===== config.mk =====
export PLATFORM = sky130hd
export DESIGN_NAME = cpu_fetch
export DESIGN_NICKNAME = d
export VERILOG_FILES = /design/src/rtl/cpu_fetch_pkg.sv /design/src/rtl/cpu_fetch_hwq.sv /design/src/rtl/cpu_fetch.sv
export SDC_FILE = /design/constraint.sdc
export NUM_CORES = 1
export LEC_CHECK = 0
export CAP_MARGIN = 20
export CORE_MARGIN = 4
export CORE_UTILIZATION = 35
export CTS_BUF_LIST = sky130_fd_sc_hd__clkbuf_8
export CTS_CLUSTER_SIZE = 40
export DETAILED_ROUTE_END_ITERATION = 10
export SYNTH_ARGS = -nofsm -noshare
export SYNTH_HDL_FRONTEND = slang
export SYNTH_SLANG_ARGS = --single-unit

===== constraint.sdc =====
create_clock -name clk -period 4.44 [get_ports clk]
set_clock_uncertainty 0.15 [all_clocks]
set_input_delay 1.332 -clock clk [delete_from_list [all_inputs] [get_ports clk]]
set_output_delay 1.332 -clock clk [all_outputs]
set_load 0.005 [all_outputs]

===== src/rtl/cpu_fetch_pkg.sv =====
// Shared fetch/decode definitions: instruction geometry, NOP encoding,
// pc step and the request FSM state type.
package cpu_fetch_pkg;

   localparam int INSN_W = 48;
   localparam int HW_W   = 16;

   localparam logic [7:0]        OPC_NOP      = 8'h00;
   localparam logic [INSN_W-1:0] NOP_INSN_DEF = {OPC_NOP, 40'h00_0000_0000};

   // Every instruction is three halfwords; the step is even, so pc bit 0
   // (the JS-mode flag) is never disturbed by an advance.
   localparam logic [31:0] PC_INC = 32'd6;

   typedef enum logic [1:0] {
      FS_IDLE = 2'd0,   // no read in flight, waiting for queue space
      FS_REQ  = 2'd1,   // im__req raised, waiting for im__gnt
      FS_WAIT = 2'd2,   // read granted, waiting for im__valid
      FS_DROP = 2'd3    // read granted before a redirect; its data is discarded
   } fetch_state_e;

endpackage


===== src/rtl/cpu_fetch_hwq.sv =====
// Circular halfword prefetch queue. Pushes one or two halfwords per cycle,
// pops exactly three (one instruction) per cycle, and can be flushed.
// Exposes the fill count and the three halfwords at the head.
module cpu_fetch_hwq
   import cpu_fetch_pkg::*;
#(
   parameter int Q_HW = 8,
   parameter int CW   = $clog2(Q_HW + 1)
) (
   input  logic            clk,
   input  logic            rst,
   input  logic            flush,
   input  logic [1:0]      push_n,
   input  logic [HW_W-1:0] push_hw0,
   input  logic [HW_W-1:0] push_hw1,
   input  logic            pop3,
   output logic [CW-1:0]   count,
   output logic [HW_W-1:0] head0,
   output logic [HW_W-1:0] head1,
   output logic [HW_W-1:0] head2
);

   localparam int PW = $clog2(Q_HW);
   localparam logic [CW-1:0] CNT0 = CW'(2'd0);
   localparam logic [CW-1:0] CNT3 = CW'(2'd3);

   logic [HW_W-1:0] mem_q [Q_HW];
   logic [HW_W-1:0] mem_d [Q_HW];
   logic [PW-1:0]   head_q, head_d;
   logic [PW-1:0]   tail_q, tail_d;
   logic [CW-1:0]   count_q, count_d;
   logic            pop_ok_s;

   // Modular pointer step; also correct for even depths that are not a power of two.
   function automatic logic [PW-1:0] ptr_add(input logic [PW-1:0] ptr, input logic [1:0] n);
      logic [PW:0] sum;
      sum = {1'b0, ptr} + (PW+1)'(n);
      if (sum >= (PW+1)'(Q_HW)) begin
         sum = sum - (PW+1)'(Q_HW);
      end else begin
         sum = sum;
      end
      return sum[PW-1:0];
   endfunction

   // A pop never removes more than is buffered.
   assign pop_ok_s = pop3 && (count_q >= CNT3);

   assign count = count_q;
   assign head0 = mem_q[head_q];
   assign head1 = mem_q[ptr_add(head_q, 2'd1)];
   assign head2 = mem_q[ptr_add(head_q, 2'd2)];

   // Next-state for storage, pointers and count; flush wins over push/pop.
   always_comb begin
      mem_d   = mem_q;
      head_d  = head_q;
      tail_d  = tail_q;
      count_d = count_q;
      if (flush) begin
         head_d  = {PW{1'b0}};
         tail_d  = {PW{1'b0}};
         count_d = CNT0;
      end else begin
         case (push_n)
            2'd2: begin
               mem_d[tail_q]                 = push_hw0;
               mem_d[ptr_add(tail_q, 2'd1)]  = push_hw1;
            end
            2'd1: begin
               mem_d[tail_q] = push_hw0;
            end
            default: begin
               mem_d = mem_q;
            end
         endcase
         tail_d  = ptr_add(tail_q, push_n);
         head_d  = pop_ok_s ? ptr_add(head_q, 2'd3) : head_q;
         // Simultaneous pop and push: old - 3 + enqueued.
         count_d = count_q + CW'(push_n) - (pop_ok_s ? CNT3 : CNT0);
      end
   end

   // Queue registers with synchronous reset.
   always_ff @(posedge clk) begin
      if (rst) begin
         for (int i = 0; i < Q_HW; i++) begin
            mem_q[i] <= {HW_W{1'b0}};
         end
         head_q  <= {PW{1'b0}};
         tail_q  <= {PW{1'b0}};
         count_q <= CNT0;
      end else begin
         mem_q   <= mem_d;
         head_q  <= head_d;
         tail_q  <= tail_d;
         count_q <= count_d;
      end
   end

endmodule


===== src/rtl/cpu_fetch.sv =====
// Stage 1a instruction fetch: single-outstanding memory reader feeding a
// halfword queue, 48-bit instruction assembly, pc tracking and redirect.
module cpu_fetch
   import cpu_fetch_pkg::*;
#(
   parameter logic [31:0]       RESET_PC = 32'h0000_0000,
   parameter int                Q_HW     = 8,
   parameter logic [INSN_W-1:0] NOP_INSN = NOP_INSN_DEF
) (
   input  logic              clk,
   input  logic              rst,
   input  logic              stall_2a,
   input  logic              kill_4a,
   input  logic [31:0]       br__target_4a,
   output logic              im__req,
   output logic [31:0]       im__addr,
   input  logic              im__gnt,
   input  logic              im__valid,
   input  logic [31:0]       im__rdata,
   output logic [INSN_W-1:0] instruction_1a,
   output logic [31:0]       pc_1a
);

   localparam int CW = $clog2(Q_HW + 1);
   localparam logic [CW-1:0] CNT3     = CW'(2'd3);
   localparam logic [CW-1:0] FREE_LIM = CW'(Q_HW - 2);

   fetch_state_e state_q, state_d;
   logic [31:0]  addr_q, addr_d;
   logic [31:0]  pc_q, pc_d;
   logic         skip_q, skip_d;

   logic [CW-1:0]   q_count_s;
   logic [HW_W-1:0] q_h0_s, q_h1_s, q_h2_s;
   logic            q_valid_s;
   logic            free_ok_s;
   logic            advance_s;
   logic            data_take_s;
   logic [1:0]      push_n_s;
   logic [HW_W-1:0] push_hw0_s;

   cpu_fetch_hwq #(.Q_HW(Q_HW), .CW(CW)) u_hwq (
      .clk      (clk),
      .rst      (rst),
      .flush    (kill_4a),
      .push_n   (push_n_s),
      .push_hw0 (push_hw0_s),
      .push_hw1 (im__rdata[15:0]),
      .pop3     (advance_s),
      .count    (q_count_s),
      .head0    (q_h0_s),
      .head1    (q_h1_s),
      .head2    (q_h2_s)
   );

   // Queue status. The registered count is already post-pop, and it can only
   // shrink while a read is in flight, so two free slots at request time
   // guarantee room for the returned word.
   assign q_valid_s = (q_count_s >= CNT3);
   assign free_ok_s = (q_count_s <= FREE_LIM);
   assign advance_s = !kill_4a && !stall_2a && q_valid_s;

   // Returned data is accepted only for a live read and never in a kill cycle.
   assign data_take_s = im__valid && (state_q == FS_WAIT) && !kill_4a;
   assign push_hw0_s  = skip_q ? im__rdata[15:0] : im__rdata[31:16];

   // Memory-side outputs are decoded straight from registers.
   assign im__req  = (state_q == FS_REQ);
   assign im__addr = addr_q;

   assign instruction_1a = q_valid_s ? {q_h0_s, q_h1_s, q_h2_s} : NOP_INSN;
   assign pc_1a          = pc_q;

   // Number of halfwords enqueued this cycle: the upper one is skipped after
   // a redirect into the middle of a word.
   always_comb begin
      push_n_s = 2'd0;
      if (data_take_s) begin
         push_n_s = skip_q ? 2'd1 : 2'd2;
      end else begin
         push_n_s = 2'd0;
      end
   end

   // Request FSM next state, fetch address and skip flag; a redirect overrides
   // the address and skip regardless of state.
   always_comb begin
      state_d = state_q;
      addr_d  = addr_q;
      skip_d  = skip_q;
      case (state_q)
         FS_IDLE: begin
            if (!kill_4a && free_ok_s) begin
               state_d = FS_REQ;
            end else begin
               state_d = FS_IDLE;
            end
         end
         FS_REQ: begin
            if (im__gnt) begin
               addr_d  = addr_q + 32'd4;
               state_d = kill_4a ? FS_DROP : FS_WAIT;
            end else begin
               state_d = FS_REQ;
            end
         end
         FS_WAIT: begin
            if (im__valid) begin
               state_d = FS_IDLE;
            end else if (kill_4a) begin
               state_d = FS_DROP;
            end else begin
               state_d = FS_WAIT;
            end
         end
         FS_DROP: begin
            if (im__valid) begin
               state_d = FS_IDLE;
            end else begin
               state_d = FS_DROP;
            end
         end
         default: begin
            state_d = FS_IDLE;
         end
      endcase
      if (data_take_s) begin
         skip_d = 1'b0;
      end else begin
         skip_d = skip_q;
      end
      if (kill_4a) begin
         addr_d = {br__target_4a[31:2], 2'b00};
         skip_d = br__target_4a[1];
      end else begin
         addr_d = addr_d;
      end
   end

   // Program counter: redirect first, then advance on a consumed instruction.
   always_comb begin
      pc_d = pc_q;
      if (kill_4a) begin
         pc_d = br__target_4a;
      end else if (advance_s) begin
         pc_d = pc_q + PC_INC;
      end else begin
         pc_d = pc_q;
      end
   end

   // Control registers with synchronous reset.
   always_ff @(posedge clk) begin
      if (rst) begin
         state_q <= FS_IDLE;
         addr_q  <= {RESET_PC[31:2], 2'b00};
         skip_q  <= RESET_PC[1];
         pc_q    <= RESET_PC;
      end else begin
         state_q <= state_d;
         addr_q  <= addr_d;
         skip_q  <= skip_d;
         pc_q    <= pc_d;
      end
   end

endmodule


## Word level (Yosys, flattened, before mapping)

Index checks and enable logic that the tools add are counted.

- Add/subtract/negate cells: 14
- Order comparisons: 14
- Equality and inequality tests: 5
- Multiplexer cells: 41
- Bitwise logic cells: 6
- Reduce and logical (&&, ||, !) cells: 20

Operators by type and width:

| cell | count |
|---|---|
| bitwise mux 128 bit | 2 |
| one-hot mux 128 bit (2 select lines) | 1 |
| two-way mux 32 bit | 5 |
| binary-select mux 16 bit (select 3 bit) | 3 |
| two-way mux 16 bit | 9 |
| demux 16 bit (select 3 bit) | 2 |
| adder 32 x 3 -> 32 bit (second input constant) | 2 |
| two-way mux 48 bit | 1 |
| greater-or-equal comparator 4 bit (second input constant) | 10 |
| two-way mux 3 bit | 7 |
| NOT 3 -> 4 bit | 5 |
| subtractor 3 x 1 -> 3 bit (second input constant) | 5 |
| two-way mux 2 bit | 6 |
| nonzero test 2 bit | 5 |
| adder 3 x 1 -> 4 bit (second input constant) | 2 |
| adder 3 x 2 -> 4 bit (second input constant) | 2 |
| logical AND 1 bit | 8 |
| less-than comparator 4 x 1 -> 1 bit (second input constant) | 2 |
| one-hot mux 2 bit (4 select lines) | 1 |
| == test 2 bit (second input constant) | 3 |
| AND reduction 2 bit | 3 |
| adder 3 x 2 -> 4 bit | 1 |
| adder 4 x 2 -> 4 bit | 1 |
| == test 2 x 1 -> 1 bit (second input constant) | 2 |
| 8 further kinds | 12 |

- Bits in registers: 205
- Output and inout bits: 113

## Longest topological paths before layout

- Depth in word-level cells: 14
- Depth in mapped cells: 14
- Gate-level depth less buffers: 12

## Modules after synthesis

Synthesis repeated with hierarchy kept, for this count alone.

- Cell total of the unflattened synthesis: 1399
- Area, all modules: 13168.9 um^2

By module, submodules not included:

| module | times used | cells an instance | area an instance (um^2) | sequential area each (um^2) |
|---|---|---|---|---|
| cpu_fetch_hwq | 1 | 839 | 8758.4 | 2762.6 |
| cpu_fetch | 1 | 560 | 4410.5 | 1301.2 |

## Worst setup path after synthesis

No wires, ideal clock.

- Path kind: flip-flop to output port
- From: reg u_hwq.head_q[0]
- To: out instruction_1a[29]
- Arrival time: 3.149 ns
- Required time: 2.958 ns
- Slack: -0.191 ns
- Cell stages (with the launch flop): 11
- Buffers on the path: 5
- Cells stage by stage: dfxtp_1 > buf_2 > clkbuf_1 > buf_1 > inv_1 > ha_1 > clkbuf_1 > buf_1 > mux4_2 > nand2_1 > a21oi_1

- Longest elaborated chain between the ends: 8
- Elaborated cells between the ends (all ways): 9
- Classes of those cells: add/sub (2); order compare (1); mux (5); bitwise (1)

RTL lines:

| item | line | text |
|---|---|---|
| from (decl) | cpu_fetch_hwq.sv:29 | `logic [PW-1:0] head_q, head_d;` |
| from (signal assigned) | cpu_fetch_hwq.sv:90 | `head_q <= {PW{1'b0}};` |
| adder 3 x 1 -> 4 bit * | cpu_fetch_hwq.sv:37 | `sum = {1'b0, ptr} + (PW+1)'(n);` |
| greater-or-equal comparator 4 bit or subtractor 3 x 1 -> 3 bit (tied branches) | cpu_fetch_hwq.sv:38, cpu_fetch_hwq.sv:39 |  |
| two-way mux 3 bit * | cpu_fetch_hwq.sv:38 | `if (sum >= (PW+1)'(Q_HW)) begin` |
| NOT 3 -> 4 bit (implied by the code) * | cpu_fetch_hwq.sv:51 | `assign head1 = mem_q[ptr_add(head_q, 2'd1)];` |
| binary-select mux 16 bit (select 3 bit) * | cpu_fetch_hwq.sv:51 |  |
| two-way mux 16 bit (implied by the code) * (2 in series) | cpu_fetch_hwq.sv:51 |  |
| two-way mux 48 bit * | cpu_fetch.sv:71 | `assign instruction_1a = q_valid_s ? {q_h0_s, q_h1_s, q_h2_s} : NOP_INSN;` |
| to (decl) | cpu_fetch.sv:20 | `output logic [INSN_W-1:0] instruction_1a,` |

Every way passes the cells marked *; elsewhere a longest branch is shown, timed or not. The select of a mux whose other input is x is not followed.

## Final worst setup path

- From: reg u_hwq.head_q[1]
- To: out instruction_1a[19]

The elaborated chain is that of the path after synthesis.

==> summary.txt <==
Detailed routing
  – ANT nets after route: 0
  – Residual DRC count: 0
  – First drt pass iteration count: 5
  – Wire per inst: 21.6 um
  – Vias: 11,926
  – Total Wirelength: 44.2 mm
  – Vias per std cell: 5.83
  – Initial drt markers: 1,084

STA
  – Crit share post-route: 0.978
  – Hold slack final: 0.325 ns
  – Hold Fails Final Rpt: 0
  – Fin Setup TNS: 0 ns
  – Max_slew headroom: 0.371
  – RSZ-0062 raised after global routing: no
  – Slew Viols, Final: 0
  – Measured slew at the worst slew-check pin: 0.936 ns
  – Setup slack after layout: 0.0986 ns
  – Fin crit period: 4.34 ns
  – Max Freq: 230 MHz
  – Finish-stage setup viols: 0

GRT
  – Vias in the first global route: 11,274
  – Initial antenna violation count: 0
  – Total grt overflow: 0
  – Pin count of the biggest net entering global routing: 50
  – GRT Total Usage: 0.221
  – Global-route wire length before repair: 67.2 mm

Synth
  – Yosys top cell area share: 0.330
  – Post-Synthesis Cell Area: 12,300 um^2
  – FF+latch count, synth: 203
  – Main combinational cell family by area after synthesis: multiplexers
  – Post-synth top area cell: dfxtp_1
  – Mapped Cells: 1,391
  – Sequential fraction of the synthesis area: 0.330
  – Multiplexer area fraction after synthesis: 0.197
  – Post-synthesis xor/xnor area fraction: 0.0384
  – Synth top cells by count: dfxtp_1, nand2_1, nor2_1, a21oi_1, o21ai_0
  – Post-Syn Area per Cell: 8.86 um^2
  – Adder-cell share of the synthesized area: 0.0164
  – Synth Area in Compound Gates: 0.193
  – Post-synth EDFFs: 0
  – Ys Warns: 0
  – Top_reg_cell synth: dfxtp_1
  – FFs w/ async S/R, synth: 0
  – Simple-gate share of the synthesized area: 0.178
  – Ranking of synthesized cells by area: dfxtp_1, mux4_2, nand2_1
  – Cell variety after synth: 68

Placement
  – Worst slack, placed: 0.400 ns
  – IO Port Bufs: 180
  – Post-DP HPWL: 30.1 mm
  – DP Area: 14,800 um^2
  – Cells after DPL: 1,977
  – GPL Wtd Cong: 0.851

CTS
  – Clock root buffer: clkbuf_8
  – H-tree depth: 2
  – CTS tree: done
  – Latest clock arrival within the worst-skew pair: 0.53 ns
  – CTS clk-pin slew, worst paths: 0.06 ns
  – Clk sinks: 203
  – CTS buffer count: 39
  – Clock Path Buffers: 3

Cells and area
  – Fillcell total: 3,370
  – Area Growth Syn to Fin: 26.0%
  – Fin area: 15,500 um^2
  – Finished Core Util: 0.448
  – Final net count: 1,653
  – Multi-input logic area: 7730 um^2
  – Non-filler cells, final: 2,046
  – Share of cells above drive strength 1: 0.142
  – Sequential standard cell area: 4070 um^2
  – Diodes inserted: 0

Floorplan
  – Core area: 34,600 um^2
  – Rows: 68
  – I/O pin cnt: 183
  – Die height: 196 um
  – Die area: 38,300 um^2
  – Starting Density: 0.356
  – Chip width: 196 um

Critical path
  – Crit. End Element: output pin
  – Ordered list of cells on the worst path: buf_4 -> ha_1 -> xor2_1 -> buf_4 -> nand2_1 -> a21oi_1 -> clkdlybuf4s50_1
  – CP Data Required Time: 2.96 ns
  – CP max-delay cell: clkdlybuf4s50_1
  – CP Buf/Inv Count: 3
  – CP most frequent cell: buf_4
  – WS Path Type: reg2out
  – Slowest stage delay, CP: 0.58 ns
  – Critical path arrival: 2.86 ns
  – Critical path's top delay family: buffers and inverters
  – Nature of the critical path startpoint: flop
  – Critical path fanouts, max: 25

Power and ir drop
  – Power Dens Cells: 279 nW/um^2
  – Peak VDD IR: 0.155 mV
  – Power, Total: 4.33 mW
  – Leak: 5.33 nW

Status
  – Outcome: finished, final reports clean

Job
  – Max_cap viols: 0

Hold path
  – Tightest Hold Check Type: reg2reg
-- path summary, 6_finish.rpt --
path                                      start            endpoint  slack (ns)  depth (start not counted)
worst min register to register  u_hwq.mem_q[80]     u_hwq.mem_q[80]        0.33                          2
worst min-delay path            u_hwq.mem_q[80]     u_hwq.mem_q[80]        0.33                          2
worst max-delay path            u_hwq.head_q[1]  instruction_1a[19]         0.1                          7
worst max register to register  u_hwq.tail_q[0]     u_hwq.mem_q[50]        1.32                          7
-- placed cells by master, fill, tap and decap left out, drive strengths merged, types with 26 or more instances in the layout --
master           n
nor2           157
o21ai           97
a21boi          33
mux2i           38
clkdlybuf4s50  178
xnor2           28
mux4            91
nand2          203
xor2            26
inv             54
a21oi           99
clkbuf          46
buf             60
a221o           58
dfxtp          203
-- repair_timing --
item	in CTS	in global routing
buffers inserted	0	4
hold buffers	0	0
resized for setup	0	0
endpoints found under the setup margin	0	6
-- area by class of cell --
type | instances | share of cell area
repair buffers | 238 | 0.146
flip-flops and latches | 203 | 0.262
inverters | 40 | 0.00967
clock buffers | 46 | 0.0408
well taps | 455 | 0.0367
clock inverters | 18 | 0.00677
multi-input cells | 1046 | 0.498
-- kinds of logic after synthesis --
| logic type | after synthesis |
|---|---|
| xor gates and xnor gates | 54 |
| DFF | 203 |
| muxes | 129 |
| buffers and inverters | 143 |
| AOI/OAI and AO/OA | 358 |
| and+or+nand+nor | 488 |
| other | 1 |
| adders and majority gates | 15 |
-- worst register-to-register path: cells and delay by family (launching register included) --
| family | cells | cell delay, ns |
|---|---|---|
| AO/OA/AOI/OAI | 2 | 0.48 |
| XOR/XNOR | 1 | 0.64 |
| adder cells (fa/ha/maj) | 1 | 0.37 |
| buffers and inverters | 1 | 0.31 |
| flip-flops | 1 | 0.54 |
| AND/OR/NAND/NOR | 2 | 0.52 |
-- flip-flops by register name (all words and copies together) (netlist names) --
register / flops
state_q: 2
u_hwq.head_q: 3
u_hwq.tail_q: 3
im__addr: 30
u_hwq.mem_q: 128
pc_1a: 32
skip_q: 1
u_hwq.count: 4
-- routing by layer --
layer / part of all wire / track usage / wire length (um) / up-vias
li1: - / - / - / 5481
met1: 0.42 / 0.300 / 18700 / 5728
met2: 0.45 / 0.351 / 20100 / 625
met3: 0.099 / 0.0580 / 4360 / 92
met4: 0.026 / 0.0592 / 1130 / 0
met5: 0 / 0 / 0 / -
-- power by group --
part / internal [mW] / switching (mW)
Clock: 0.991 / 0.821
Combinational: 0.265 / 0.313
Sequential: 1.87 / 0.0644
Total: 3.13 / 1.20
Note: power is estimated with default switching activity, not from simulation.
